--- src/rtl/systolic_seq_ctrl.sv ---
// Sequencer for a ROWS x COLS weight-stationary MAC array: streams weights into
// the PEs one strobe at a time, then admits a counted activation burst and tracks it to the output.
module systolic_seq_ctrl #(
    parameter int ROWS     = 4,
    parameter int COLS     = 4,
    parameter int LEN_W    = 16,
    parameter int PIPE_LAT = 8
) (
    input  logic                   clk,
    input  logic                   areset,
    input  logic                   cfg_start,
    input  logic                   run_start,
    input  logic [LEN_W-1:0]       run_len,
    input  logic                   w_valid,
    input  logic [31:0]            w_data,
    output logic                   w_ready,
    output logic [ROWS*COLS-1:0]   pe_load,
    output logic [31:0]            pe_matrix,
    input  logic                   x_valid,
    output logic                   x_ready,
    output logic                   feed_en,
    output logic                   res_valid,
    output logic                   res_last,
    output logic                   busy,
    output logic                   weights_ok,
    output logic                   done
);

    localparam int PE_N  = ROWS * COLS;
    localparam int IDX_W = (PE_N > 1) ? $clog2(PE_N) : 1;

    typedef enum logic [1:0] {
        ST_IDLE  = 2'd0,
        ST_LOAD  = 2'd1,
        ST_RUN   = 2'd2,
        ST_DRAIN = 2'd3
    } state_t;

    state_t               state_r;
    logic [IDX_W-1:0]     w_idx_r;
    logic [LEN_W-1:0]     run_len_r;
    logic [LEN_W-1:0]     beat_cnt_r;
    logic [PIPE_LAT-1:0]  trk_v_r;
    logic [PIPE_LAT-1:0]  trk_l_r;
    logic [PIPE_LAT-1:0]  trk_v_next_s;
    logic [PIPE_LAT-1:0]  trk_l_next_s;
    logic [PE_N-1:0]      pe_load_r;
    logic [31:0]          pe_matrix_r;
    logic                 weights_ok_r;
    logic                 done_r;
    logic                 w_acc_s;
    logic                 w_last_s;
    logic                 x_ready_s;
    logic                 feed_s;
    logic                 beat_last_s;

    assign w_acc_s     = w_valid && (state_r == ST_LOAD);
    assign w_last_s    = (w_idx_r == IDX_W'(PE_N - 1));
    assign x_ready_s   = (state_r == ST_RUN) && (beat_cnt_r < run_len_r);
    assign feed_s      = x_valid && x_ready_s;
    // beat_cnt_r < run_len_r whenever a beat is accepted, so the increment cannot wrap
    assign beat_last_s = ((beat_cnt_r + LEN_W'(1)) == run_len_r);

    // The array cannot stall: the tracker shifts every cycle, bubbles enter as zeros
    assign trk_v_next_s = (trk_v_r << 1'b1) | PIPE_LAT'(feed_s);
    assign trk_l_next_s = (trk_l_r << 1'b1) | PIPE_LAT'(feed_s && beat_last_s);

    assign w_ready    = (state_r == ST_LOAD);
    assign x_ready    = x_ready_s;
    assign feed_en    = feed_s;
    assign res_valid  = trk_v_r[PIPE_LAT-1];
    assign res_last   = trk_l_r[PIPE_LAT-1];
    assign busy       = (state_r != ST_IDLE);
    assign pe_load    = pe_load_r;
    assign pe_matrix  = pe_matrix_r;
    assign weights_ok = weights_ok_r;
    assign done       = done_r;

    // In-flight beat tracker and the sticky weights-loaded flag
    always_ff @(posedge clk or posedge areset) begin
        if (areset) begin
            trk_v_r      <= '0;
            trk_l_r      <= '0;
            weights_ok_r <= 1'b0;
        end else begin
            trk_v_r <= trk_v_next_s;
            trk_l_r <= trk_l_next_s;
            if (pe_load_r[PE_N-1]) begin
                weights_ok_r <= 1'b1;
            end else begin
                weights_ok_r <= weights_ok_r;
            end
        end
    end

    // Main sequencer FSM with registered load strobe, weight word and done pulse
    always_ff @(posedge clk or posedge areset) begin
        if (areset) begin
            state_r     <= ST_IDLE;
            w_idx_r     <= '0;
            run_len_r   <= '0;
            beat_cnt_r  <= '0;
            pe_load_r   <= '0;
            pe_matrix_r <= 32'd0;
            done_r      <= 1'b0;
        end else begin
            pe_load_r <= '0;
            done_r    <= 1'b0;
            case (state_r)
                ST_IDLE: begin
                    if (cfg_start) begin
                        state_r <= ST_LOAD;
                        w_idx_r <= '0;
                    end else if (run_start) begin
                        run_len_r  <= run_len;
                        beat_cnt_r <= '0;
                        state_r    <= (run_len == '0) ? ST_DRAIN : ST_RUN;
                    end else begin
                        state_r <= ST_IDLE;
                    end
                end
                ST_LOAD: begin
                    if (w_acc_s) begin
                        pe_load_r   <= PE_N'(1'b1) << w_idx_r;
                        pe_matrix_r <= w_data;
                        w_idx_r     <= w_idx_r + IDX_W'(1);
                        state_r     <= w_last_s ? ST_IDLE : ST_LOAD;
                    end else begin
                        state_r <= ST_LOAD;
                    end
                end
                ST_RUN: begin
                    if (run_len_r == '0) begin
                        state_r <= ST_DRAIN;
                    end else if (feed_s) begin
                        beat_cnt_r <= beat_cnt_r + LEN_W'(1);
                        state_r    <= beat_last_s ? ST_DRAIN : ST_RUN;
                    end else begin
                        state_r <= ST_RUN;
                    end
                end
                ST_DRAIN: begin
                    // Finish as the final result leaves, so done lands the cycle after res_last
                    if (trk_v_next_s == '0) begin
                        done_r  <= 1'b1;
                        state_r <= ST_IDLE;
                    end else begin
                        state_r <= ST_DRAIN;
                    end
                end
                default: begin
                    state_r <= ST_IDLE;
                end
            endcase
        end
    end

endmodule

--- config.mk ---
export PLATFORM = sky130hd
export DESIGN_NAME = systolic_seq_ctrl
export DESIGN_NICKNAME = d
export VERILOG_FILES = /design/src/rtl/systolic_seq_ctrl.sv
export SDC_FILE = /design/constraint.sdc
export NUM_CORES = 1
export LEC_CHECK = 0
export CORE_MARGIN = 2
export CORE_UTILIZATION = 30
export CTS_CLUSTER_SIZE = 14
export DETAILED_ROUTE_END_ITERATION = 12
export HOLD_SLACK_MARGIN = 0.03
export PLACE_DENSITY = 0.56
export SLEW_MARGIN = 30
export SYNTH_ARGS = -nofsm -noshare
export SYNTH_HDL_FRONTEND = slang
export SYNTH_SLANG_ARGS = --single-unit
--- constraint.sdc ---
create_clock -name clk -period 3.9 [get_ports clk]
set_clock_uncertainty 0.1 [all_clocks]
set_input_delay 0.78 -clock clk [delete_from_list [all_inputs] [get_ports clk]]
set_output_delay 0.78 -clock clk [all_outputs]
set_load 0.1 [all_outputs]
Word-level counts from Yosys, hierarchy flattened
Index checks and enable logic that the tools add are counted.
{"block": "op_classes", "addsub": 2, "n_lt_le_gt_ge": 1, "n_eq_ne": 11, "n_shift": 1, "n_mux": 22, "n_bitwise": 3, "reduce_logical": 15}
{"op": "16-bit 2-to-1 mux", "n": 6}
{"op": "16-bit zero test", "n": 2}
{"op": "16-bit one-hot mux with 2 select lines", "n": 1}
{"op": "16-bit by 1-bit adder with 16-bit output (second input constant)", "n": 1}
{"op": "16-bit equality test", "n": 1}
{"op": "16-bit < comparator", "n": 1}
{"op": "8-bit by 1-bit bitwise OR with 8-bit output", "n": 2}
{"op": "1-bit by 4-bit left shift with 16-bit output (first input constant)", "n": 1}
{"op": "2-bit inequality test (second input constant)", "n": 5}
{"op": "8-bit zero test", "n": 1}
{"op": "1-bit 2-to-1 mux", "n": 8}
{"op": "4-bit 2-to-1 mux", "n": 2}
{"op": "2-bit one-hot mux with 4 select lines", "n": 1}
{"op": "4-bit one-hot mux with 2 select lines", "n": 1}
{"op": "2-bit 2-to-1 mux", "n": 3}
{"op": "3-bit AND reduction", "n": 2}
{"op": "2-bit nonzero test", "n": 3}
{"op": "5-bit AND reduction", "n": 1}
{"op": "4-bit by 1-bit adder with 4-bit output (second input constant)", "n": 1}
{"op": "2-bit equality test (second input constant)", "n": 2}
{"op": "4-bit equality test (second input constant)", "n": 1}
{"op": "1-bit logical AND", "n": 4}
{"op": "2-bit by 1-bit equality test with 1-bit output (second input constant)", "n": 1}
{"op": "2-bit zero test", "n": 1}
{"op": "other kinds (3)", "n": 3}
{"block": "word_totals", "reg_bits": 104, "in_bits": 54, "out_inout_bits": 56}

Longest topological paths before layout
Gate-level depths: netlist (run 1).
{"block": "depth", "depth_word": 7, "depth_mapped": 10, "depth_no_buf": 9}

Worst setup path after synthesis (run 1)
Ideal clock, no wire load.
{"block": "synth_path", "kind": "register to output", "from": "reg run_len_r[11]", "to": "out x_ready", "arrival_ns": 4.287, "setup_slack_ns": -1.267, "stages_incl_launch_ff": 7, "path_buffers": 0, "path_cell_list": "dfrtp_1 inv_1 ha_1 a21oi_1 o21ai_0 o311a_1 nor4_1"}
{"block": "synth_between", "elab_chain_len": 2}
{"element": "from (decl)", "line_no": "41", "rtl": "logic [LEN_W-1:0] run_len_r;"}
{"element": "from (signal assigned)", "line_no": "115", "rtl": "run_len_r <= run_len;"}
{"element": "16-bit < comparator", "line_no": "59", "rtl": "assign x_ready_s = (state_r == ST_RUN) && (beat_cnt_r < run_len_r);"}
{"element": "1-bit logical AND", "line_no": "59"}
{"element": "to (decl)", "line_no": "20", "rtl": "output logic x_ready,"}
Every way passes these cells.

Worst setup path in the final report (run 1)
{"block": "layout_path", "from": "reg beat_cnt_r[13]", "to": "out feed_en"}
{"block": "layout_between", "elab_chain_len": 3}
{"element": "from (decl)", "line_no": "42", "rtl": "logic [LEN_W-1:0] beat_cnt_r;"}
{"element": "from (signal assigned)", "line_no": "136", "rtl": "beat_cnt_r <= beat_cnt_r + LEN_W'(1);"}
{"element": "16-bit < comparator", "line_no": "59"}
{"element": "1-bit logical AND", "line_no": "59"}
{"element": "1-bit logical AND", "line_no": "60", "rtl": "assign feed_s = x_valid && x_ready_s;"}
{"element": "to (decl)", "line_no": "21", "rtl": "output logic feed_en,"}
Every way passes these cells.

==> qor.csv, run 1 <==
metric;value;unit
timing.fmax;277;MHz
path_class;register to primary output;
dieArea;0.0178;mm2
core_area;0.0165;mm2
gr-total-overflow;0;
cts-root-buf;clkbuf_16;
max_slew_margin;32.2;%
worst-path-buf-inv;1;
synthCells;520;
fin_setup_tns;0;ps
post_route_cells_drive_above_1_share;5.59;%
area_growth;32.2;%
pwr_density_cell;630;mW/mm2
yosys.cell_types.count;54;
fp-row-count;47;
power.internal;2310;uW
drv_cap;0;
netlist_area;0.00503;mm2
clkPwrFrac;21.0;%
hold_class;register to register;
grt_antenna_before_repair;0;
gp_congestion;0.837;
hold_ws;249;ps
initial_core_util;30.5;%
wl_met2;5930;um
wl_per_cell;15.3;um
drt-total-wl;12900;um
fin_area;0.00665;mm2
cts_tree;yes;
grt_pass1_wl;21400;um
clock_sinks;104;
wl_met3;765;um
grt_max_degree;82;
cp.arrival;2730;ps
h-tree-depth;3;
io_buffers;109;
antenna_left;0;
placed_cell_area;0.00636;mm2
cts_buffers;9;
setup_violations;0;
crit_path_start_kind;register;
cts_buffer_depth;2;
whs_path_depth;0;
routed_via_density;4.75;
drc;0;
drtPass1Iterations;4;
seqPwrFrac;37.5;%
crit_cells;7;
drv_slew;0;
rsz0062_at_grt;no;
chipWidth;133;um
power;4190;uW
slowest_stage;or4b_4;
grtUsageTotal;15.1;%
synth_nets;597;
routed.top_layer;met4;
grt_pass1_vias;4064;
swShare;44.7;%
period_minus_slack;3610;ps
fin_crit_sh;92.6;%
hold_viol_final;0;
worst-slew-pin-transition;1010;ps
yosys_warnings;0;
synth_seq_cells;104;
clkTransAtPathRegs;80;ps
path_max_fanout;8;
pin_count;110;
p_leak;0.00309;uW
synth-seq-area-share;51.8;%
ys_top_cells_by_count;nand2_1 (126), dfrtp_1 (104), inv_1 (28);
synth_edf_count;0;
dpl.hpwl;9550;um
die_h;133;um
synth_area_leader_cell;dfrtp_1;
critPathRequiredTime;3020;ps
postCtsSetupRepairBufs;0;
status;complete, no violations;
yosys.area.top_type_share;51.8;%
max_stage_delay;530;ps
layout.cells.non_filler;846;
drt_iter0_drc;249;
post_cts_resized;0;
nFillCells;1630;
async_reset_ff_share;100;%
critical-path-top-delay-family;simple AND/OR/NAND/NOR gates;
synth_flop_cell;dfrtp_1;
crit_chain;ha_1, a21o_1, a21oi_1, nor2b_1, or4b_4, nor2_1, buf_12;
synth.area.top_cells;dfrtp_1 (52%), nand2_1 (9.4%), ha_1 (5.7%), o21ai_0 (2.5%), inv_1 (2.1%);
hold_buffers;0;
wl_met1;5910;um
syn_area_per_cell;9.67;um2
clock_latency;350;ps
nets;698;
dr_total_vias;4020;
p_comb_share;41.5;%
r2r_cells;9;
placed_cells;830;
endpoint_kind;primary output;
vdd_drop_max;0.297;mV
post-synth-top-count-cell;nand2_1;
p_switching;1870;uW
antennaDiodeCount;0;
[registers in the layout, indices dropped and copies added, names as in the netlist]
signal / flops
trk_l_r: 8
state_r: 2
beat_cnt_r: 16
trk_v_r: 8
w_idx_r: 4
done: 1
pe_matrix: 32
run_len_r: 16
weights_ok: 1
pe_load: 16
[cells by family after synthesis]
| group | count (synthesis) | synth area share (%) |
|---|---|---|
| simple gates | 239 | 23.2 |
| flops | 104 | 51.8 |
| compound gates | 77 | 10.6 |
| mux | 5 | 1.05 |
| fa+ha+maj | 23 | 5.72 |
| buf+inv | 52 | 4.18 |
| xor+xnor | 20 | 3.48 |
[layer usage]
layer	vias to the layer above	global-route usage (%)
met5	-	0
met4	0	5.73
met3	22	3.96
met2	113	24.0
met1	1893	20.0
li1	1992	-
[final timing paths]
| path | from | end | slack, ps |
|---|---|---|---|
| max in group asynchronous | areset | beat_cnt_r[10]$_DFFE_PP0P_ | 2330 |
| min in group asynchronous | areset | pe_matrix[12]$_DFFE_PP0P_ | 640 |
| max | beat_cnt_r[13]$_DFFE_PP0P_ | feed_en | 290 |
| min | trk_l_r[0]$_DFF_PP0_ | trk_l_r[1]$_DFF_PP0_ | 250 |
| min reg2reg | trk_l_r[0]$_DFF_PP0_ | trk_l_r[1]$_DFF_PP0_ | 250 |
| max reg2reg | beat_cnt_r[13]$_DFFE_PP0P_ | beat_cnt_r[10]$_DFFE_PP0P_ | 830 |
[metrics by stage]
stage          util, %  setup slack [ps]
5_1_grt           40.4              77.0
6_report          40.4               289
3_5_place_dp      38.6               620
4_1_cts           40.4               235
3_3_place_gp      38.6               638
2_1_floorplan        -              56.4
[power groups by stage]
stage          Sequential, uW  Clock [uW]  Combinational [uW]
2_1_floorplan            2120           0                 719
3_3_place_gp             1580           0                1720
3_5_place_dp             1580           0                1750
4_1_cts                  1570         906                1750
5_1_grt                  1610         959                1880
6_report                 1570         880                1740
[cell usage in the layout, fill, tap and decap left out, types with 10 or more instances in the layout]
cell type	count
nand2_1	126
and3_1	15
nor3_1	10
xnor2_1	11
ha_1	23
a21oi_1	12
dfrtp_1	104
and2_1	14
inv_1	27
nor2_1	18
o21ai_0	25
clkdlybuf4s50_1	105
[final cells by class]
| type | count | area, um2 | share of cell area [%] |
|---|---|---|---|
| Clock buffer | 9 | 225 | 3.39 |
| Inverter | 28 | 108 | 1.62 |
| Clock inverter | 7 | 62.6 | 0.941 |
| Multi-Input combinational cell | 364 | 2230 | 33.5 |
| Tap cell | 220 | 275 | 4.14 |
| Timing Repair Buffer | 114 | 1140 | 17.2 |
| Sequential cell | 104 | 2600 | 39.2 |
[worst register-to-register path, stage by stage (launching register included)]
cell and delay (ps):
dfrtp_1 470, ha_1 330, a21o_1 170, a21oi_1 140, nor2b_1 100, or4b_4 530, nor3_1 180, buf_4 280
nor2_1 240, a221o_1 410
(Power assumes the default switching activity.)
==> inputs of run 2 (changes only) <==
Settings changed: CORE_MARGIN 2 to 8.
==> run 2 against run 1 <==
Net effect:
- clock power is 2% lower
- count of clock-buffer cells in the layout unchanged
- cell area hardly changed
- global-route usage is 2.1 points lower
- flip-flop and latch count unchanged
- via count increased by 1.1%
- highest routed layer unchanged
==> qor.csv, run 2 (synthesized netlist as in run 1, its figures left out) <==
metric;value;unit;change
grt_pass1_wl;22500;um;was 21400 um
drt-total-wl;13700;um;was 12900 um
path_max_fanout;8;;unchanged
chipWidth;145;um;was 133 um
post_cts_resized;0;;unchanged
fin_crit_sh;91.8;%;was 92.6%
antenna_left;0;;unchanged
nets;700;;was 698
clkPwrFrac;20.7;%;was 21.0%
cts_buffer_depth;2;;unchanged
p_switching;1870;uW;about the same
gr-total-overflow;0;;unchanged
power.internal;2310;uW;about the same
placed_cells;832;;was 830
initial_core_util;30.5;%;unchanged
p_leak;0.00309;uW;about the same
drv_cap;0;;unchanged
wl_per_cell;16.1;um;was 15.3 um
clkTransAtPathRegs;70;ps;was 80 ps
placed_cell_area;0.00636;mm2;about the same
path_class;register to primary output;;unchanged
mostFrequentLayoutCell;nand2_1;;unchanged
critPathRequiredTime;3020;ps;about the same
drc;0;;unchanged
pwr_density_cell;629;mW/mm2;was 630 mW/mm2
rsz0062_at_grt;no;;unchanged
crit_path_start_kind;register;;unchanged
die_h;145;um;was 133 um
dieArea;0.0212;mm2;was 0.0178 mm2
max_slew_margin;31.9;%;was 32.2%
slowest_stage;or4b_4;;unchanged
drtPass1Iterations;4;;unchanged
grt_pass1_vias;4103;;was 4064
clock_sinks;104;;unchanged
hold_viol_final;0;;unchanged
worst-slew-pin-transition;1020;ps;was 1010 ps
grt_max_degree;53;;was 82
grt_antenna_before_repair;0;;unchanged
drt_iter0_drc;347;;was 249
fp-row-count;47;;unchanged
setup_violations;0;;unchanged
routed_via_density;4.79;;was 4.75
cp.arrival;2700;ps;was 2730 ps
timing.fmax;279;MHz;was 277 MHz
dpl.hpwl;10400;um;was 9550 um
vdd_drop_max;0.259;mV;was 0.297 mV
endpoint_kind;primary output;;unchanged
drv_slew;0;;unchanged
seqPwrFrac;37.6;%;was 37.5%
swShare;44.8;%;was 44.7%
fin_area;0.00664;mm2;was 0.00665 mm2
p_comb_share;41.7;%;was 41.5%
largest_reg_flops;32;;unchanged
dr_total_vias;4064;;was 4020
period_minus_slack;3580;ps;was 3610 ps
hold_class;register to register;;unchanged
fin_setup_tns;0;ps;unchanged
crit_chain;ha_1, a21o_1, a21oi_1, nor2b_1, or4b_4, nor2_1, buf_12;;unchanged
final_cell_mix;nand2_1 (126), clkdlybuf4s50_1 (105), dfrtp_1 (104), inv_1 (27), o21ai_0 (25);;unchanged
grtUsageTotal;13.1;%;was 15.1%
h-tree-depth;3;;unchanged
postCtsSetupRepairBufs;0;;unchanged
pin_count;110;;unchanged
status;complete, no violations;;unchanged
hold_buffers;0;;unchanged
clock_latency;350;ps;about the same
area_growth;32.1;%;was 32.2%
cts_tree;yes;;unchanged
core_area;0.0165;mm2;unchanged
post_route_cells_drive_above_1_share;5.89;%;was 5.59%
cts-root-buf;clkbuf_16;;unchanged
gp_congestion;0.849;;was 0.837
max_stage_delay;530;ps;about the same
cts_buffers;9;;unchanged
layout.cells.non_filler;849;;was 846
io_buffers;109;;unchanged
run 2: power groups by stage:
stage | registers (uW) | clock network (uW) | logic, uW
global placement | 1580 | 0 | 1720
global route | 1610 | 938 | 1880
detailed placement | 1590 | 0 | 1750
CTS | 1570 | 894 | 1760
floorplan | 2120 | 0 | 719
finish | 1570 | 865 | 1740
run 2: stage by stage:
stage | setup WS (ps) | util [%] | total power [uW] | hold WS, ps
finish | 321 | 40.3 | 4180 | 247
global placement | 682 | 38.6 | 3300 | 235
detailed placement | 642 | 38.6 | 3340 | 235
floorplan | 56.4 | - | 2830 | 231
global route | 188 | 40.3 | 4430 | 259
CTS | 284 | 40.3 | 4220 | 250
run 2: final timing paths:
check / from / end / slack [ps] / cells past startpoint
max in group asynchronous: areset / beat_cnt_r[15]$_DFFE_PP0P_ / 2190 / 3
hold / removal: trk_l_r[1]$_DFF_PP0_ / trk_l_r[2]$_DFF_PP0_ / 250 / 0
min in group asynchronous: areset / pe_matrix[12]$_DFFE_PP0P_ / 790 / 2
setup / recovery: beat_cnt_r[13]$_DFFE_PP0P_ / feed_en / 320 / 7
hold reg to reg: trk_l_r[1]$_DFF_PP0_ / trk_l_r[2]$_DFF_PP0_ / 250 / 0
setup reg to reg: beat_cnt_r[9]$_DFFE_PP0P_ / beat_cnt_r[11]$_DFFE_PP0P_ / 820 / 9
run 2: area by class of cell:
cell class              count  area, um2
fillers                  1613       9820
flip-flops and latches    104       2600
multi-input cells         364       2230
repair buffers            116       1150
well taps                 220        275
clock buffers               9        225
inverters                  28        108
clock inverters             7       53.8
diodes                      1       2.50
run 2: layer usage:
layer	track usage [%]	wire length [um]
met1	17.2	6360
met2	20.5	6340
met3	3.30	837
met4	4.69	158
met5	0	0
run 2: worst max-delay path, delay by kind of cell (launching register included):
family	cells	cell delay, ps
AOI/OAI and AO/OA	2	290
buffers and inverters	1	240
DFF	1	470
adders and majority gates	1	320
and+or+nand+nor	3	1040
